`config.mk`:
```
export PLATFORM = sky130hd
export DESIGN_NAME = tt_gear_status_tx_flat
export DESIGN_NICKNAME = d
export VERILOG_FILES = /design/src/rtl/tt_gear_pkg.sv /design/src/rtl/tt_gear_status_tx_if.sv /design/src/rtl/tt_uart_tx_8n1.sv /design/src/rtl/tt_gear_status_tx.sv /design/src/flat_wrapper.sv
export SDC_FILE = /design/constraint.sdc
export NUM_CORES = 1
export LEC_CHECK = 0
export BUFFER_PORTS_ARGS = -buffer_cell sky130_fd_sc_hd__buf_2
export CAP_MARGIN = 20
export CORE_MARGIN = 2
export CORE_UTILIZATION = 53
export CTS_CLUSTER_SIZE = 40
export DETAILED_ROUTE_END_ITERATION = 12
export MAX_ROUTING_LAYER = met4
export PLACE_DENSITY = 0.74
export SLEW_MARGIN = 20
export SYNTH_ARGS = -nofsm -noshare
export SYNTH_HDL_FRONTEND = slang
export SYNTH_HIERARCHICAL = 1
export SYNTH_SLANG_ARGS = --single-unit
```
`constraint.sdc`:
```
create_clock -name clk -period 2.05 [get_ports clk]
set_input_delay 0.3075 -clock clk [delete_from_list [all_inputs] [get_ports clk]]
set_output_delay 0.3075 -clock clk [all_outputs]
set_load 0.02 [all_outputs]
```
`src/rtl/tt_gear_pkg.sv`:
```
// ---------------------------------------------------------------------------
// tt_gear_pkg
// Shared definitions for the gear status reporter:
//   - 3-bit gear codes reported to the host (GEAR_P .. GEAR_D4, GEAR_INV)
//   - bit positions of each indicator on the 7-bit LED bus
//   - ASCII base added to a gear code to form the transmitted character
//   - serial transmitter state encoding
//   - decode_gear(): one-hot LED pattern -> {code, err}
// ---------------------------------------------------------------------------
package tt_gear_pkg;

    localparam int LED_W  = 7;
    localparam int GEAR_W = 3;

    // Gear codes as reported on the serial line ('0' + code).
    localparam logic [GEAR_W-1:0] GEAR_P   = 3'd0;
    localparam logic [GEAR_W-1:0] GEAR_R   = 3'd1;
    localparam logic [GEAR_W-1:0] GEAR_N   = 3'd2;
    localparam logic [GEAR_W-1:0] GEAR_D1  = 3'd3;
    localparam logic [GEAR_W-1:0] GEAR_D2  = 3'd4;
    localparam logic [GEAR_W-1:0] GEAR_D3  = 3'd5;
    localparam logic [GEAR_W-1:0] GEAR_D4  = 3'd6;
    localparam logic [GEAR_W-1:0] GEAR_INV = 3'd7;

    // Bit positions on the LED bus {R1,N1,P1,D4,D3,D2,D1}.
    localparam int LED_D1 = 0;
    localparam int LED_D2 = 1;
    localparam int LED_D3 = 2;
    localparam int LED_D4 = 3;
    localparam int LED_P1 = 4;
    localparam int LED_N1 = 5;
    localparam int LED_R1 = 6;

    localparam logic [7:0] ASCII_BASE = 8'h30;

    typedef enum logic [1:0] {
        TX_IDLE  = 2'd0,
        TX_START = 2'd1,
        TX_DATA  = 2'd2,
        TX_STOP  = 2'd3
    } tx_state_e;

    typedef struct packed {
        logic [GEAR_W-1:0] code;
        logic              err;
    } gear_dec_t;

    // Exactly one lit indicator maps to its gear; anything else (none lit,
    // several lit) is reported as GEAR_INV with err set.
    function automatic gear_dec_t decode_gear(input logic [LED_W-1:0] led);
        gear_dec_t d;
        d.code = GEAR_INV;
        d.err  = 1'b1;
        case (led)
            7'(1 << LED_P1): begin d.code = GEAR_P;  d.err = 1'b0; end
            7'(1 << LED_R1): begin d.code = GEAR_R;  d.err = 1'b0; end
            7'(1 << LED_N1): begin d.code = GEAR_N;  d.err = 1'b0; end
            7'(1 << LED_D1): begin d.code = GEAR_D1; d.err = 1'b0; end
            7'(1 << LED_D2): begin d.code = GEAR_D2; d.err = 1'b0; end
            7'(1 << LED_D3): begin d.code = GEAR_D3; d.err = 1'b0; end
            7'(1 << LED_D4): begin d.code = GEAR_D4; d.err = 1'b0; end
            default: ;
        endcase
        return d;
    endfunction

endpackage

```
`src/rtl/tt_gear_status_tx_if.sv`:
```
// ---------------------------------------------------------------------------
// tt_gear_status_tx_if
// Bundles the gear reporter's functional signals.
//   ena       : sampling enable (driver -> reporter)
//   led       : 7-bit gear indicator bus (driver -> reporter)
//   tx        : 8N1 serial line, idle high (reporter -> driver)
//   busy      : frame in progress (reporter -> driver)
//   gear_code : last accepted gear code (reporter -> driver)
//   err       : last accepted pattern was not one-hot (reporter -> driver)
// master = side producing led/ena, slave = the reporter itself.
// ---------------------------------------------------------------------------
interface tt_gear_status_tx_if;
    import tt_gear_pkg::*;

    logic              ena;
    logic [LED_W-1:0]  led;
    logic              tx;
    logic              busy;
    logic [GEAR_W-1:0] gear_code;
    logic              err;

    modport master (output ena, led, input  tx, busy, gear_code, err);
    modport slave  (input  ena, led, output tx, busy, gear_code, err);

endinterface

```
`src/rtl/tt_uart_tx_8n1.sv`:
```
// ---------------------------------------------------------------------------
// tt_uart_tx_8n1
// 8N1 serial transmitter: start bit, 8 data bits LSB first, one stop bit,
// each CLKS_PER_BIT cycles long. A byte offered on start/data while idle, or
// during the last stop-bit cycle, is taken and sent back-to-back.
// Ports:
//   clk, rst_n : clock, synchronous active-low reset (aborts a frame)
//   start      : byte available on data; taken when idle or when done=1
//   data[7:0]  : byte to send
//   tx         : serial output, idle high
//   busy       : high from first start-bit cycle to last stop-bit cycle
//   done       : high during the last stop-bit cycle
// ---------------------------------------------------------------------------
module tt_uart_tx_8n1
    import tt_gear_pkg::*;
#(
    parameter int CLKS_PER_BIT = 87
) (
    input  logic       clk,
    input  logic       rst_n,
    input  logic       start,
    input  logic [7:0] data,
    output logic       tx,
    output logic       busy,
    output logic       done
);

    localparam int                CNT_W    = $clog2(CLKS_PER_BIT);
    localparam logic [CNT_W-1:0] CNT_LAST = CNT_W'(CLKS_PER_BIT - 1);

    tx_state_e        state;
    tx_state_e        state_next;
    logic [CNT_W-1:0] clk_cnt;
    logic [2:0]       bit_idx;
    logic [7:0]       shreg;
    logic             bit_end;
    logic             load;

    assign bit_end = (clk_cnt == CNT_LAST);

    // State register.
    // NOTE: sequential state uses non-blocking assignments only, so every
    // register samples the pre-edge values of the others.
    always_ff @(posedge clk) begin
        if (!rst_n) state <= TX_IDLE;
        else        state <= state_next;
    end

    // Next-state logic.
    // NOTE: every combinational output gets a default first, so no path can
    // leave it unassigned and infer a latch.
    always_comb begin
        state_next = state;
        case (state)
            TX_IDLE:  if (start) state_next = TX_START;
            TX_START: if (bit_end) state_next = TX_DATA;
            TX_DATA:  if (bit_end && bit_idx == 3'd7) state_next = TX_STOP;
            TX_STOP:  if (bit_end) state_next = start ? TX_START : TX_IDLE;
            default:  state_next = TX_IDLE;
        endcase
    end

    // Outputs (Moore on state, plus the load strobe for the shift register).
    always_comb begin
        tx   = 1'b1;
        busy = (state != TX_IDLE);
        done = (state == TX_STOP) && bit_end;
        load = start && ((state == TX_IDLE) || ((state == TX_STOP) && bit_end));
        case (state)
            TX_START: tx = 1'b0;
            TX_DATA:  tx = shreg[0];
            default:  tx = 1'b1;
        endcase
    end

    // Bit timer, bit index and shift register.
    // NOTE: the shift register is reset along with the control state so the
    // datapath never holds X, even though its contents are unused in IDLE.
    always_ff @(posedge clk) begin
        if (!rst_n) begin
            clk_cnt <= '0;
            bit_idx <= '0;
            shreg   <= '0;
        end else begin
            if (state == TX_IDLE || bit_end) clk_cnt <= '0;
            else                             clk_cnt <= clk_cnt + CNT_W'(1);

            if (state != TX_DATA) bit_idx <= '0;
            else if (bit_end)     bit_idx <= bit_idx + 3'd1;

            if (load)                          shreg <= data;
            else if (state == TX_DATA && bit_end) shreg <= {1'b0, shreg[7:1]};
        end
    end

endmodule

```
`src/rtl/tt_gear_status_tx.sv`:
```
// ---------------------------------------------------------------------------
// tt_gear_status_tx
// Gear status reporter. Registers the LED bus, waits for a pattern to hold
// STABLE_CYCLES cycles, decodes it to a gear code and, whenever the accepted
// code changes, sends '0'+code as one 8N1 character.
// Ports:
//   clk   : system clock
//   rst_n : synchronous active-low reset (also aborts a frame in flight)
//   bus   : slave side of tt_gear_status_tx_if
//           in  ena, led[6:0]; out tx, busy, gear_code[2:0], err
// ---------------------------------------------------------------------------
module tt_gear_status_tx
    import tt_gear_pkg::*;
#(
    parameter int CLKS_PER_BIT  = 87,
    parameter int STABLE_CYCLES = 4
) (
    input logic                clk,
    input logic                rst_n,
    tt_gear_status_tx_if.slave bus
);

    // Counter saturates at STABLE_CYCLES-1: that value before an edge means
    // led_q has been steady for STABLE_CYCLES cycles including this one.
    localparam int               STAB_W   = (STABLE_CYCLES > 1) ? $clog2(STABLE_CYCLES) : 1;
    localparam logic [STAB_W-1:0] STAB_SAT = STAB_W'(STABLE_CYCLES - 1);

    logic [LED_W-1:0]  led_q;
    logic [STAB_W-1:0] stab_cnt;
    logic              stable;
    logic              accept;
    logic              report;
    gear_dec_t         dec;

    logic [GEAR_W-1:0] gear_code_q;
    logic              err_q;
    logic [GEAR_W-1:0] last_code;
    logic              pend_valid;
    logic [7:0]        pend_data;

    logic              uart_tx;
    logic              uart_busy;
    logic              uart_done;
    logic              uart_take;

    assign dec    = decode_gear(led_q);
    assign stable = (stab_cnt == STAB_SAT);
    // The counter keeps running while ena is low, so acceptance happens on
    // the first enabled cycle once the pattern has held long enough.
    assign accept = bus.ena && stable;
    assign report = accept && (dec.code != last_code);
    // The transmitter takes the pending byte when idle or on its final stop
    // cycle (back-to-back frames).
    assign uart_take = pend_valid && (!uart_busy || uart_done);

    always_ff @(posedge clk) begin
        if (!rst_n) begin
            led_q       <= '0;
            stab_cnt    <= '0;
            gear_code_q <= GEAR_INV;
            err_q       <= 1'b1;
            last_code   <= GEAR_INV;
            pend_valid  <= 1'b0;
            pend_data   <= '0;
        end else begin
            led_q <= bus.led;

            if (bus.led != led_q) stab_cnt <= '0;
            else if (!stable)     stab_cnt <= stab_cnt + STAB_W'(1);

            if (accept) begin
                gear_code_q <= dec.code;
                err_q       <= dec.err;
            end

            // A new report wins over the transmitter taking the old one, and
            // overwrites an unsent byte so only the latest gear is reported.
            if (report) begin
                pend_valid <= 1'b1;
                pend_data  <= ASCII_BASE + {5'b0, dec.code};
                last_code  <= dec.code;
            end else if (uart_take) begin
                pend_valid <= 1'b0;
            end
        end
    end

    tt_uart_tx_8n1 #(
        .CLKS_PER_BIT(CLKS_PER_BIT)
    ) u_uart (
        .clk   (clk),
        .rst_n (rst_n),
        .start (pend_valid),
        .data  (pend_data),
        .tx    (uart_tx),
        .busy  (uart_busy),
        .done  (uart_done)
    );

    assign bus.tx        = uart_tx;
    assign bus.busy      = uart_busy;
    assign bus.gear_code = gear_code_q;
    assign bus.err       = err_q;

endmodule

```
`src/flat_wrapper.sv`:
```
// flat-port wrapper written by rule: the top's interface ports become plain ports
module tt_gear_status_tx_flat import tt_gear_pkg::*;
#(
    parameter int CLKS_PER_BIT  = 87,
    parameter int STABLE_CYCLES = 4
)
  (clk, rst_n, bus_ena, bus_led, bus_tx, bus_busy, bus_gear_code, bus_err);
  tt_gear_status_tx_if bus_i ();
  input logic clk;
  input logic rst_n;
  input wire logic [$bits(bus_i.ena)-1:0] bus_ena;
  input wire logic [$bits(bus_i.led)-1:0] bus_led;
  output wire logic [$bits(bus_i.tx)-1:0] bus_tx;
  output wire logic [$bits(bus_i.busy)-1:0] bus_busy;
  output wire logic [$bits(bus_i.gear_code)-1:0] bus_gear_code;
  output wire logic [$bits(bus_i.err)-1:0] bus_err;
  assign bus_i.ena = bus_ena;
  assign bus_i.led = bus_led;
  assign bus_tx = bus_i.tx;
  assign bus_busy = bus_i.busy;
  assign bus_gear_code = bus_i.gear_code;
  assign bus_err = bus_i.err;
  tt_gear_status_tx #(.CLKS_PER_BIT(CLKS_PER_BIT), .STABLE_CYCLES(STABLE_CYCLES)) u_core (.clk(clk), .rst_n(rst_n), .bus(bus_i));
endmodule
```
==> results.yml <==
floorplanning:
  die_h_um: 66.21
  io_pins: 16
  fp.dieW_um: 66.21
  row_count: 22
  fp.coreArea_sq_um: 3689
  start_util: 0.5560
  die_area_sq_um: 4383
placement:
  portBuffers: 15
  dp_cells: 287
  dp_hpwl_um: 2676
  dpl_worst_slack_ns: 0.01241
  gp_congestion: 0.8708
run_status:
  status: "finished, violations left"
  violations: "setup timing"
yosys:
  synth-seq-area-share: 0.4002
  synth.mux.area_fraction: 0.04881
  netlist_area_sq_um: 2051
  syn_avg_cell_area_sq_um: 9.196
  syn_inst: 223
  synth_cell_types: 45
  yosysTopAreaCell: "dfxtp_1"
  async_flop_share: 0
  synth_area_leaders: "dfxtp_1, ha_1, nor2_1"
  synth_compound_area_frac: 0.1513
  synth-xor-area-share: 0.08969
  synth-edff-count: 0
  synth_ff_type: "dfxtp_1"
  synth_top_family_by_area: "simple AND/OR/NAND/NOR gates"
  yosysTopAreaCellShare: 0.4002
  synthSimpleGateAreaFrac: 0.1959
  ys_warn_count: 6
  synth_fa_ha_area_frac: 0.06101
  ys_ff_latch: 41
routing:
  vias_per_cell: 5.411
  drt_iter0_drc: 85
  routed_wl_um: 3777
  first_pass_iters: 4
  drt_drc_violations_left: 0
  routedWlPerCell_um: 12.72
  vias: 1607
  postRouteAntennaNets: 0
sta:
  slew_violations: 0
  rsz0062_at_grt: "true"
  finalHoldViolCount: 0
  final.setup.worst_slack_ns: -0.02694
  whs_ns: 0.2426
  setup_viol: 2
  min_period_ns: 2.077
  clock.fmax_mhz: 481.5
  finalCritPeriodShare: 1.013
  finalClockSkew_ns: 0.006700
  finalSetupTns_ns: -0.03630
clock_tree:
  cts_tree: "built"
  worst_skew_pair.late_latency_ns: 0.29
  cts_made_buffers: 5
  max-clock-path-buffers: 2
  clkTransAtPathRegs_ns: 0.08
  clock_sinks: 41
  ctsRootBufferMaster: "clkbuf_8"
  hold_buffers: 0
  cts_max_level: 2
cells_and_area:
  fillCellCount: 339
  instances_no_fill: 297
  antenna_cells: 0
  syn2layout_area_growth_pct: 15.01
  layout.nets: 268
  drive_above_1_share: 0.1727
power:
  irDropWorstVdd_mv: 0.4525
  p_sw_frac: 0.2075
  power.density_nw_per_um2: 722.2
  p_total_mw: 1.703
  seq_power_share: 0.476
  p_int_mw: 1.350
  p_leak_nw: 1.032
  power_switching_mw: 0.3534
  p_comb_frac: 0.075
  pwr-share-clk: 0.448
global_route:
  grt-ovfl-total: 0
  track_usage: 0.2062
  antenna_found_initial: 0
  grt_pass1_wl_um: 6713
  grt_pass1_vias: 1544
  grt_max_degree: 30
critical_path:
  end_kind: "flip-flop"
  worst_setup_path_start_kind: "flip-flop"
  critPathArrivalTime_ns: 2.26
  cp_max_fo: 5
  worst-setup-path-type: "reg -> reg"
  cp.required_ns: 2.24
flow_run:
  drv_cap: 0
hold_path:
  min_path_type: "in -> reg"
-- layout by cell type, fill, tap and decap left out, types with 9 or more instances in the layout --
cell / instances
nor2_1: 27
xor2_1: 11
inv_1: 9
a21oi_1: 10
nand2_1: 10
o21ai_0: 16
dfxtp_1: 40
buf_4: 11
and2_1: 10
xnor2_1: 9
ha_1: 10
buf_2: 15
mux2i_1: 10
-- timing repair --
action | CTS | global route
buffers inserted | 0 | 2
resized for setup | 0 | 6
setup endpoints to repair | 0 | 5
-- cell families after synthesis --
logic type      Yosys count
fa+ha+maj                10
compound gates           45
mux                      10
xor+xnor                 21
buf+inv                  19
flops                    41
other cells               1
simple gates             76
-- layer usage --
metal  track usage  wire [um]  vias up
li1              -          -      823
met1        0.2431       1705      757
met2        0.3400       1896       23
met3       0.04600        126        4
met4       0.08418         48        0
met5             -          0        -
-- Yosys cell counts, types with 3 or more instances --
master / count
clkbuf_1: 3
xor2_1: 11
nand3_1: 5
a21oi_1: 10
nand2_1: 10
o221a_1: 4
and3_1: 5
inv_1: 9
nor3_1: 4
xnor2_1: 10
nor4_1: 3
ha_1: 10
and2_1: 10
o21ai_0: 16
nor2_1: 27
dfxtp_1: 41
mux2i_1: 10
o21a_1: 3
-- per-stage QoR --
step | util | area (sq um)
finish | 0.6394 | 2359
global placement | 0.5936 | 2190
detailed placement | 0.5936 | 2190
CTS | 0.6299 | 2323
floorplan | - | 2058
global route | 0.6394 | 2359
-- layout make-up --
cell class                      instances  area [sq um]  area share
Tap cell                               48         60.06     0.02546
Inverter                                9         33.78     0.01432
Multi-Input combinational cell        165          1149      0.4870
Timing Repair Buffer                   26         157.7     0.06684
Clock buffer                            5         68.82     0.02918
Clock inverter                          3         65.06     0.02759
Sequential cell                        41         824.5      0.3496
-- power by group through the flow --
stage | logic (mW) | registers, mW | clock network (mW)
3_5_place_dp | 0.115 | 0.831 | 0
5_1_grt | 0.142 | 0.812 | 0.818
6_report | 0.128 | 0.811 | 0.764
2_1_floorplan | 0.0872 | 0.826 | 0
4_1_cts | 0.115 | 0.812 | 0.781
3_3_place_gp | 0.114 | 0.830 | 0
-- registers in the layout, indices dropped and copies added (netlist names) --
| register | count |
|---|---|
| u_core/stab_cnt | 2 |
| u_core/last_code | 3 |
| u_core/u_uart/shreg | 8 |
| u_core/u_uart/bit_idx | 3 |
| u_core/pend_data | 4 |
| u_core/u_uart/clk_cnt | 7 |
| u_core/u_uart/state | 2 |
| u_core/pend_valid | 1 |
| u_core/led_q | 7 |
| u_core/bus.err | 1 |
| u_core/bus.gear_code | 3 |
-- path summary, 6_finish.rpt --
check                                 startpoint                                   to  slack [ns]  depth (start not counted)
min                                   bus_led[2]           u_core/led_q[2]$_SDFF_PN0_        0.24                          2
max                   u_core/led_q[6]$_SDFF_PN0_     u_core/pend_data[0]$_SDFFE_PN0P_       -0.03                          6
min reg2reg  u_core/u_uart/clk_cnt[0]$_SDFF_PP0_  u_core/u_uart/clk_cnt[0]$_SDFF_PP0_        0.46                          1
max reg2reg           u_core/led_q[6]$_SDFF_PN0_     u_core/pend_data[0]$_SDFFE_PN0P_       -0.03                          6
-- worst max-delay path: stages, from the launching register on --
cell and delay (ns):
dfxtp_4 0.35, or3_4 0.36, or3_4 0.39, a31oi_4 0.17, xnor2_2 0.09, o31a_1 0.34
o221a_1 0.27
Note: power is estimated with default switching activity, not from simulation.
